`src/rtl/md_pad_responder.sv`:
```
// Mega Drive / Genesis pad emulator: answers the host TH select line with the
// 3- or 6-button pad data on six active-low pins.
module md_pad_responder #(
    parameter int unsigned SIX_BUTTON     = 1,
    parameter int unsigned TIMEOUT_CYCLES = 18000
) (
    input  logic        clk_sys,
    input  logic        RESET,
    input  logic        sel_in,
    input  logic [11:0] btn,
    output logic [5:0]  pad_out,
    output logic [1:0]  phase
);

    localparam int unsigned CntW = $clog2(TIMEOUT_CYCLES + 1);
    localparam logic [CntW-1:0] CntMax = CntW'(TIMEOUT_CYCLES);

    logic            sel_meta_q;
    logic            sel_s_q;
    logic            sel_d_q;
    logic            fall;
    logic [CntW-1:0] cnt_q, cnt_d;
    logic            timeout_hit;
    logic [1:0]      phase_q, phase_d;
    logic            idle_q, idle_d;
    logic [5:0]      pad_q, pad_d;
    logic [3:0]      low_data;

    assign fall = sel_d_q & ~sel_s_q;

    // Timeout counter: saturates, fires once on the cycle it reaches the limit.
    always_comb begin
        cnt_d       = cnt_q;
        timeout_hit = 1'b0;
        if (!sel_s_q) begin
            cnt_d = '0;
        end else if (cnt_q != CntMax) begin
            cnt_d = cnt_q + 1'b1;
            if (cnt_d == CntMax) begin
                timeout_hit = 1'b1;
            end
        end
    end

    // The first fall after idle only arms the sequence; later falls advance it.
    always_comb begin
        phase_d = phase_q;
        idle_d  = idle_q;
        if (SIX_BUTTON == 0) begin
            phase_d = 2'd0;
            idle_d  = 1'b1;
        end else if (fall) begin
            if (idle_q) begin
                idle_d = 1'b0;
            end else if (phase_q != 2'd3) begin
                phase_d = phase_q + 2'd1;
            end
        end else if (timeout_hit) begin
            phase_d = 2'd0;
            idle_d  = 1'b1;
        end
    end

    // Pin order {TR, TL, D3, D2, D1, D0}; btn is pressed-high, pins are active-low.
    always_comb begin
        low_data = {2'b00, ~btn[2], ~btn[3]};
        pad_d    = 6'b111111;
        if (sel_s_q) begin
            if (phase_q == 2'd3) begin
                pad_d = {~btn[5], ~btn[4], ~btn[8], ~btn[9], ~btn[10], ~btn[11]};
            end else begin
                pad_d = {~btn[5], ~btn[4], ~btn[0], ~btn[1], ~btn[2], ~btn[3]};
            end
        end else begin
            unique case (phase_q)
                2'd2:    low_data = 4'b0000;
                2'd3:    low_data = 4'b1111;
                default: low_data = {2'b00, ~btn[2], ~btn[3]};
            endcase
            pad_d = {~btn[7], ~btn[6], low_data};
        end
    end

    always_ff @(posedge clk_sys or posedge RESET) begin
        if (RESET) begin
            sel_meta_q <= 1'b1;
            sel_s_q    <= 1'b1;
            sel_d_q    <= 1'b1;
            cnt_q      <= '0;
            phase_q    <= 2'd0;
            idle_q     <= 1'b1;
            pad_q      <= 6'b111111;
        end else begin
            sel_meta_q <= sel_in;
            sel_s_q    <= sel_meta_q;
            sel_d_q    <= sel_s_q;
            cnt_q      <= cnt_d;
            phase_q    <= phase_d;
            idle_q     <= idle_d;
            pad_q      <= pad_d;
        end
    end

    assign pad_out = pad_q;
    assign phase   = phase_q;

endmodule
```
`config.mk`:
```
export PLATFORM = sky130hd
export DESIGN_NAME = md_pad_responder
export DESIGN_NICKNAME = d
export VERILOG_FILES = /design/src/rtl/md_pad_responder.sv
export SDC_FILE = /design/constraint.sdc
export NUM_CORES = 1
export LEC_CHECK = 0
export ABC_AREA = 1
export BUFFER_PORTS_ARGS = -buffer_cell sky130_fd_sc_hd__buf_2
export CAP_MARGIN = 20
export CORE_MARGIN = 10
export CORE_UTILIZATION = 30
export CTS_BUF_LIST = sky130_fd_sc_hd__clkbuf_4 sky130_fd_sc_hd__clkbuf_8
export CTS_CLUSTER_SIZE = 12
export DETAILED_ROUTE_END_ITERATION = 7
export PLACE_DENSITY = 0.56
export REMOVE_ABC_BUFFERS = 1
export SYNTH_ARGS = -nofsm -noshare
export SYNTH_HDL_FRONTEND = slang
export SYNTH_SLANG_ARGS = --single-unit
```
`constraint.sdc`:
```
create_clock -name clk_sys -period 1.35 [get_ports clk_sys]
set_input_delay 0.135 -clock clk_sys [delete_from_list [all_inputs] [get_ports clk_sys]]
set_output_delay 0.135 -clock clk_sys [all_outputs]
set_load 0.01 [all_outputs]
```
==> impl_results.md, run 1 <==
* Status: complete, but fails checks
* Final WL at 3.81 mm
* Final Skew at 8.13 ps
* PortBufs at 22
* Mean Syn Cell Area at 7.56 um2
* Clk Latency, worst-skew pair at 270 ps
* Ys Warns at 0
* Pre-antenna DRT Iters at 4
* Final ANT Viol Nets at 0
* Final number of hold-violating endpoints at 0
* ANT cells at 0
* Final setup fails at 9
* Maxcap violations at 0
* Critical Path RT at 1520 ps
* RSZ-0062 raised after global routing: true
* Placed cell count at 317
* GP Congestion at 0.868
* Total GRT Usage at 0.0931
* Global route overflow at 0
* Routed len/inst at 11.5 um
* Crit-path max FO at 3
* Synth Register Bits at 27
* Number of global-route vias before repair at 1466
* Period Utilization, post-route at 1.20
* Clock Sinks at 27
* Filler cells at 471
* Rows at 25
* Yosys top cell by area: dfrtp_1
* Violated checks: negative setup slack
* Initial Utilization at 0.313
* Fin cells at 332
* Die H at 90.6 um
* Final Max Slew Viols at 0
* Register area at 689 um2
* Die area at 8210 um2
* Core area at 4790 um2
* Setup crit end kind: flop
* Synth area leaders: dfrtp_1 28%, dfstp_2 18%, nand2_1 13%
* Critical-path cell list: buf_4 -> nand3_1 -> o21ai_1 -> nand2_1 -> nor2_2 -> nand3_1 -> nor2_1 -> nand2_1 -> nand3_1 -> nand2_1
* Die width at 90.6 um
* CP startpoint kind: flop
* Root Buffer: clkbuf_8
* Slowest stage delay, CP at 430 ps
* CTS clk-pin slew, worst paths at 90 ps
* Power Density at 898 nW/um2
* Global-route wire length before repair at 6.56 mm
* Placement Cell Area at 1920 um2
* Most frequent cells after synthesis: 51 x nand2_1, 31 x inv_1, 23 x nor2_1
* Slew of the pin with the lowest slew margin at 340 ps
* Crit Path Category: reg -> reg
* Sequential area share after synthesis at 0.460
* Drt drc at 0
* Routed via count at 1498
* Multi-input gate area at 748 um2
* Layout area overhead at 45.0%
* Final instance area at 2170 um2
* Worst Hold Class: in -> reg
* Post-synth EDFFs at 0
* Final Worst Setup Slack at -271 ps
* Boundary Pins at 23
* Htree depth at 1
* Post-synthesis cell type count at 22
* Async SR Flop Fraction at 1.00
* Layout cells sized above 1 at 0.381
* # nets final at 284
* Post-DP HPWL at 2.90 mm
* CTS max path bufs at 2
* Mapped Area at 1500 um2
* Top-count cell post-synth: nand2_1
* CTS tree: done
* Final worst path period need at 1620 ps
* Antenna violations before repair at 0
* Post-synth top flop: dfrtp_1
* FMAX at 617 MHz
* Drt via density at 4.51
* Relative slew slack at 0.773
* Iteration-0 DRC Markers at 106
* Leakage at 1.02 nW
* Worst hold slack at 89.0 ps
* Largest net degree at the start of global routing at 28
* Cells after synthesis at 198
* Crit-path slowest cell: dfrtp_1
* Worst VDD drop at 0.751 mV
* Post-synth top area share at 0.284
* Worst Path Arrival at 1790 ps
* CTS buffer count at 3
* Post-Place Setup Slack at -314 ps
## final cells by class
type,instances,area share
inverter,32,0.0565
clock inverter,1,0.00288
tap,67,0.0386
multi-input combinational,136,0.345
sequential,27,0.318
timing repair buffer,66,0.220
clock buffer,3,0.0190
## state kept, by name, summed over array words and instances (netlist names)
signal	cells
sel_meta_q	1
pad_out	6
phase	2
idle_q	1
cnt_q	15
sel_d_q	1
sel_s_q	1
## routing by layer
layer	wire length, um	vias up	track usage
met3	167	2	0.0274
met2	1780	31	0.146
li1	-	769	-
met1	1840	696	0.123
met5	0	-	0
met4	19	0	0.0172
## logic make-up (layout without fill, tap and decap cells)
| family | count (synthesis) | after routing | synth area share |
|---|---|---|---|
| flops | 27 | 27 | 0.460 |
| compound gates | 15 | 15 | 0.0569 |
| buf+inv | 35 | 102 | 0.0911 |
| simple gates | 116 | 116 | 0.354 |
| mux | 2 | 2 | 0.0134 |
| fa+ha+maj | 3 | 3 | 0.0251 |
## worst paths after layout
path | startpoint | end | depth (start not counted) | slack, ps
hold / removal | btn[0] | pad_out[3] | 4 | 90
max in group asynchronous | RESET | pad_out[0] | 4 | 600
min in group asynchronous | RESET | cnt_q[2] | 4 | 450
setup reg to reg | cnt_q[0] | phase[1] | 10 | -270
setup / recovery | cnt_q[0] | phase[1] | 10 | -270
hold reg to reg | sel_meta_q | sel_s_q | 0 | 360
## layout by cell type, fill, tap and decap left out, types with 2 or more instances in the layout
cell / instances
buf_4: 32
nand4_1: 13
o21ai_0: 5
nor2_4: 4
o21ai_1: 3
dfrtp_1: 16
buf_6: 6
buf_2: 22
nand2_1: 45
clkbuf_8: 3
inv_2: 3
a22o_1: 2
dlygate4sd3_1: 6
mux2i_1: 2
nor2_1: 17
nand3_1: 18
a21oi_1: 4
ha_4: 2
nand2_2: 6
inv_4: 2
dfstp_2: 10
inv_1: 27
nor2_2: 7
nor3_1: 2
## where the power goes
| part | total (mW) | switching [mW] | leakage (nW) | internal, mW |
|---|---|---|---|---|
| logic | 0.487 | 0.258 | 0.663 | 0.229 |
| clock network | 0.481 | 0.270 | 0.0260 | 0.211 |
| registers | 0.981 | 0.0549 | 0.335 | 0.927 |
## critical path: cells and delay by family, from the launching register on
| kind | cells | cell delay [ps] |
|---|---|---|
| simple gates | 8 | 750 |
| flops | 1 | 430 |
| compound gates | 1 | 200 |
| buf+inv | 1 | 140 |
## through the flow
stage / total power [mW] / setup TNS, ps / util
floorplan: 1.23 / -328 / -
global placement: 1.44 / -1240 / 0.402
detailed placement: 1.45 / -1460 / 0.402
CTS: 1.98 / -1730 / 0.437
global route: 2.09 / -2860 / 0.453
finish: 1.95 / -1260 / 0.453
## repair_timing
item / CTS / global route
hold buffers: 6 / 0
buffers inserted: 3 / 3
endpoints found under the setup margin: 11 / 15
hold endpoints to repair: 20 / 0
resized for setup: 15 / 21
pin swaps: 7 / 11
Note: power is estimated with default switching activity, not from simulation.
==> run 2, diff against run 1 <==
--- a/config.mk
+++ b/config.mk
@@ -5,7 +5,6 @@
 export SDC_FILE = /design/constraint.sdc
 export NUM_CORES = 1
 export LEC_CHECK = 0
-export ABC_AREA = 1
 export BUFFER_PORTS_ARGS = -buffer_cell sky130_fd_sc_hd__buf_2
 export CAP_MARGIN = 20
 export CORE_MARGIN = 10
==> run 2 against run 1 <==
The flow still finishes with violations (negative setup slack); register-to-register slack worse by 70 ps; non-clock buffer count increased by 6; critical endpoint is now phase[0]; count of clock-buffer cells in the layout is the same.
==> impl_results.md, run 2 <==
* PortBufs at 22
* RSZ-0062 raised after global routing: true
* Relative slew slack at 0.723
* Met1 Use GR at 0.102
* Worst Hold Class: in -> reg
* Cells after synthesis at 143
* Fin cells at 281
* Multi-input gate area at 872 um2
* Filler cells at 465
* GRT met3 Usage at 0.0166
* GP Congestion at 0.918
* Met2 usage at 0.173
* Global-route wire length before repair at 6.35 mm
* Period Utilization, post-route at 1.25
* Crit Path Category: reg -> reg
* CTS clk-pin slew, worst paths at 100 ps
* Final setup fails at 13
* Crit-path max FO at 7
* Worst r2r path cells at 6
* Hold path depth at 2
* Post-synth EDFFs at 0
* Rows at 25
* Max FFs per register at 15
* Largest net degree at the start of global routing at 18
* Leakage at 1.04 nW
* Global route overflow at 0
* Final Max Slew Viols at 0
* Most frequent cells after synthesis: 17 x dfrtp_1, 14 x nor2_1, 13 x xnor2_1
* Setup crit end kind: flop
* Violated checks: negative setup slack
* Post-synth top flop: dfrtp_1
* Layout cells sized above 1 at 0.547
* Total GRT Usage at 0.0925
* Placed cell count at 269
* Routed via count at 1297
* Iteration-0 DRC Markers at 47
* Drt drc at 0
* Die H at 90.3 um
* Initial Utilization at 0.312
* Post-DP HPWL at 2.95 mm
* FF-to-FF setup slack at -340 ps
* Synth Register Bits at 27
* Sequential area share after synthesis at 0.464
* Most frequent cells in the layout: 40 x buf_4, 22 x buf_2, 13 x xnor2_1, 12 x dfrtp_1, 10 x dfstp_2
* Final Worst Setup Slack at -342 ps
* Core area at 4750 um2
* FMAX at 591 MHz
* Htree depth at 1
* Routed len/inst at 13.7 um
* Most common cell after layout, fill and taps aside: buf_4
* ANT cells at 0
* Status: complete, but fails checks
* Die width at 90.3 um
* Critical Path RT at 1510 ps
* Final worst path period need at 1690 ps
* Ys Warns at 0
* CTS max path bufs at 2
* Die area at 8160 um2
* Antenna violations before repair at 0
* Slew of the pin with the lowest slew margin at 416 ps
* Final ANT Viol Nets at 0
* Synth area leaders: dfrtp_1 29%, dfstp_2 18%, xnor2_1 7.7%
* RR Endpoint: phase[0]
* Boundary Pins at 23
* Yosys top cell by area: dfrtp_1
* Final WL at 3.85 mm
* Clock Sinks at 27
* Post-synthesis cell type count at 38
* Register area at 694 um2
* CTS tree: done
* Maxcap violations at 0
* Pre-antenna DRT Iters at 4
* CP startpoint kind: flop
* GR peak layer: met2
* Power Density at 937 nW/um2
* Post-synth top area share at 0.287
* Number of global-route vias before repair at 1360
* Top-count cell post-synth: dfrtp_1
* Mapped Area at 1480 um2
* Worst Path Arrival at 1860 ps
* Layout area overhead at 51.0%
* Clk Latency, worst-skew pair at 280 ps
* Root Buffer: clkbuf_8
* Async SR Flop Fraction at 1.00
* Reg-to-reg startpoint: cnt_q[0]
* Biggest register: cnt_q
* Worst hold slack at 6.02 ps
* Worst VDD drop at 0.587 mV
* # nets final at 233
* Mean Syn Cell Area at 10.4 um2
* CTS buffer count at 3
* Worst hold start: btn[9]
* Final number of hold-violating endpoints at 0
* Worst Hold Endpoint: pad_out[2]
* Final Skew at 1.52 ps
* Drt via density at 4.62
-- run 2: power by group --
group	total, mW	internal [mW]	switching, mW
Combinational	0.628	0.305	0.323
Sequential	0.987	0.943	0.0448
Clock	0.483	0.212	0.272
Total	2.10	1.46	0.639
-- run 2: logic make-up (layout without fill, tap and decap cells) --
family                   count (synthesis)  after routing  synth area share
AND/OR/NAND/NOR                         61             61             0.266
multiplexers                             7              7            0.0489
XOR/XNOR                                16             16            0.0944
buffers and inverters                   11             82            0.0287
adder cells (fa/ha/maj)                  3              3            0.0253
AO/OA/AOI/OAI                           18             18            0.0734
flip-flops                              27             27             0.464
-- run 2: area by class of cell --
| class | instances | area share |
|---|---|---|
| Clock inverter | 1 | 0.00279 |
| Multi-Input combinational cell | 105 | 0.389 |
| Timing Repair Buffer | 72 | 0.231 |
| Inverter | 6 | 0.0112 |
| Tap cell | 67 | 0.0374 |
| Sequential cell | 27 | 0.310 |
| Clock buffer | 3 | 0.0184 |
-- run 2: critical path: stages (launching register included) --
cell and delay (ps):
dfrtp_1 420, buf_6 150, and4b_1 180, a21oi_1 40
or3b_1 360, and4bb_4 340, a31oi_1 90
-- run 2: how the worst max path moves through the flow --
stage | endpoint | cells past startpoint | from
finish | phase[0] | 6 | cnt_q[0]
global placement | phase[0] | 5 | cnt_q[4]
floorplan | phase[0] | 6 | cnt_q[1]
detailed placement | phase[0] | 6 | cnt_q[4]
global route | phase[0] | 6 | cnt_q[1]
CTS | phase[0] | 6 | cnt_q[0]
-- run 2: repair_timing --
action                                  4_1_cts  5_1_grt
hold endpoints to repair                      3        0
hold buffers                                  4        0
pin swaps                                     9       11
setup buffers                                 3        1
gates resized for setup                      15       24
endpoints found under the setup margin       17       18
-- run 2: through the flow --
stage / instance area (um2) / TNS (ps) / power [mW] / setup WS, ps / util
finish: 2240 / -3340 / 2.10 / -342 / 0.471
global route: 2240 / -4700 / 2.22 / -422 / 0.471
CTS: 2140 / -3850 / 2.09 / -309 / 0.449
detailed placement: 1970 / -4650 / 1.58 / -399 / 0.415
global placement: 1970 / -4100 / 1.55 / -344 / 0.415
floorplan: 1460 / -1630 / 1.30 / -434 / -
-- run 2: routing by layer --
layer	wire length [um]	part of all wire
met1	1550	0.40
met2	2160	0.56
met3	75	0.019
met4	65	0.017
met5	0	0
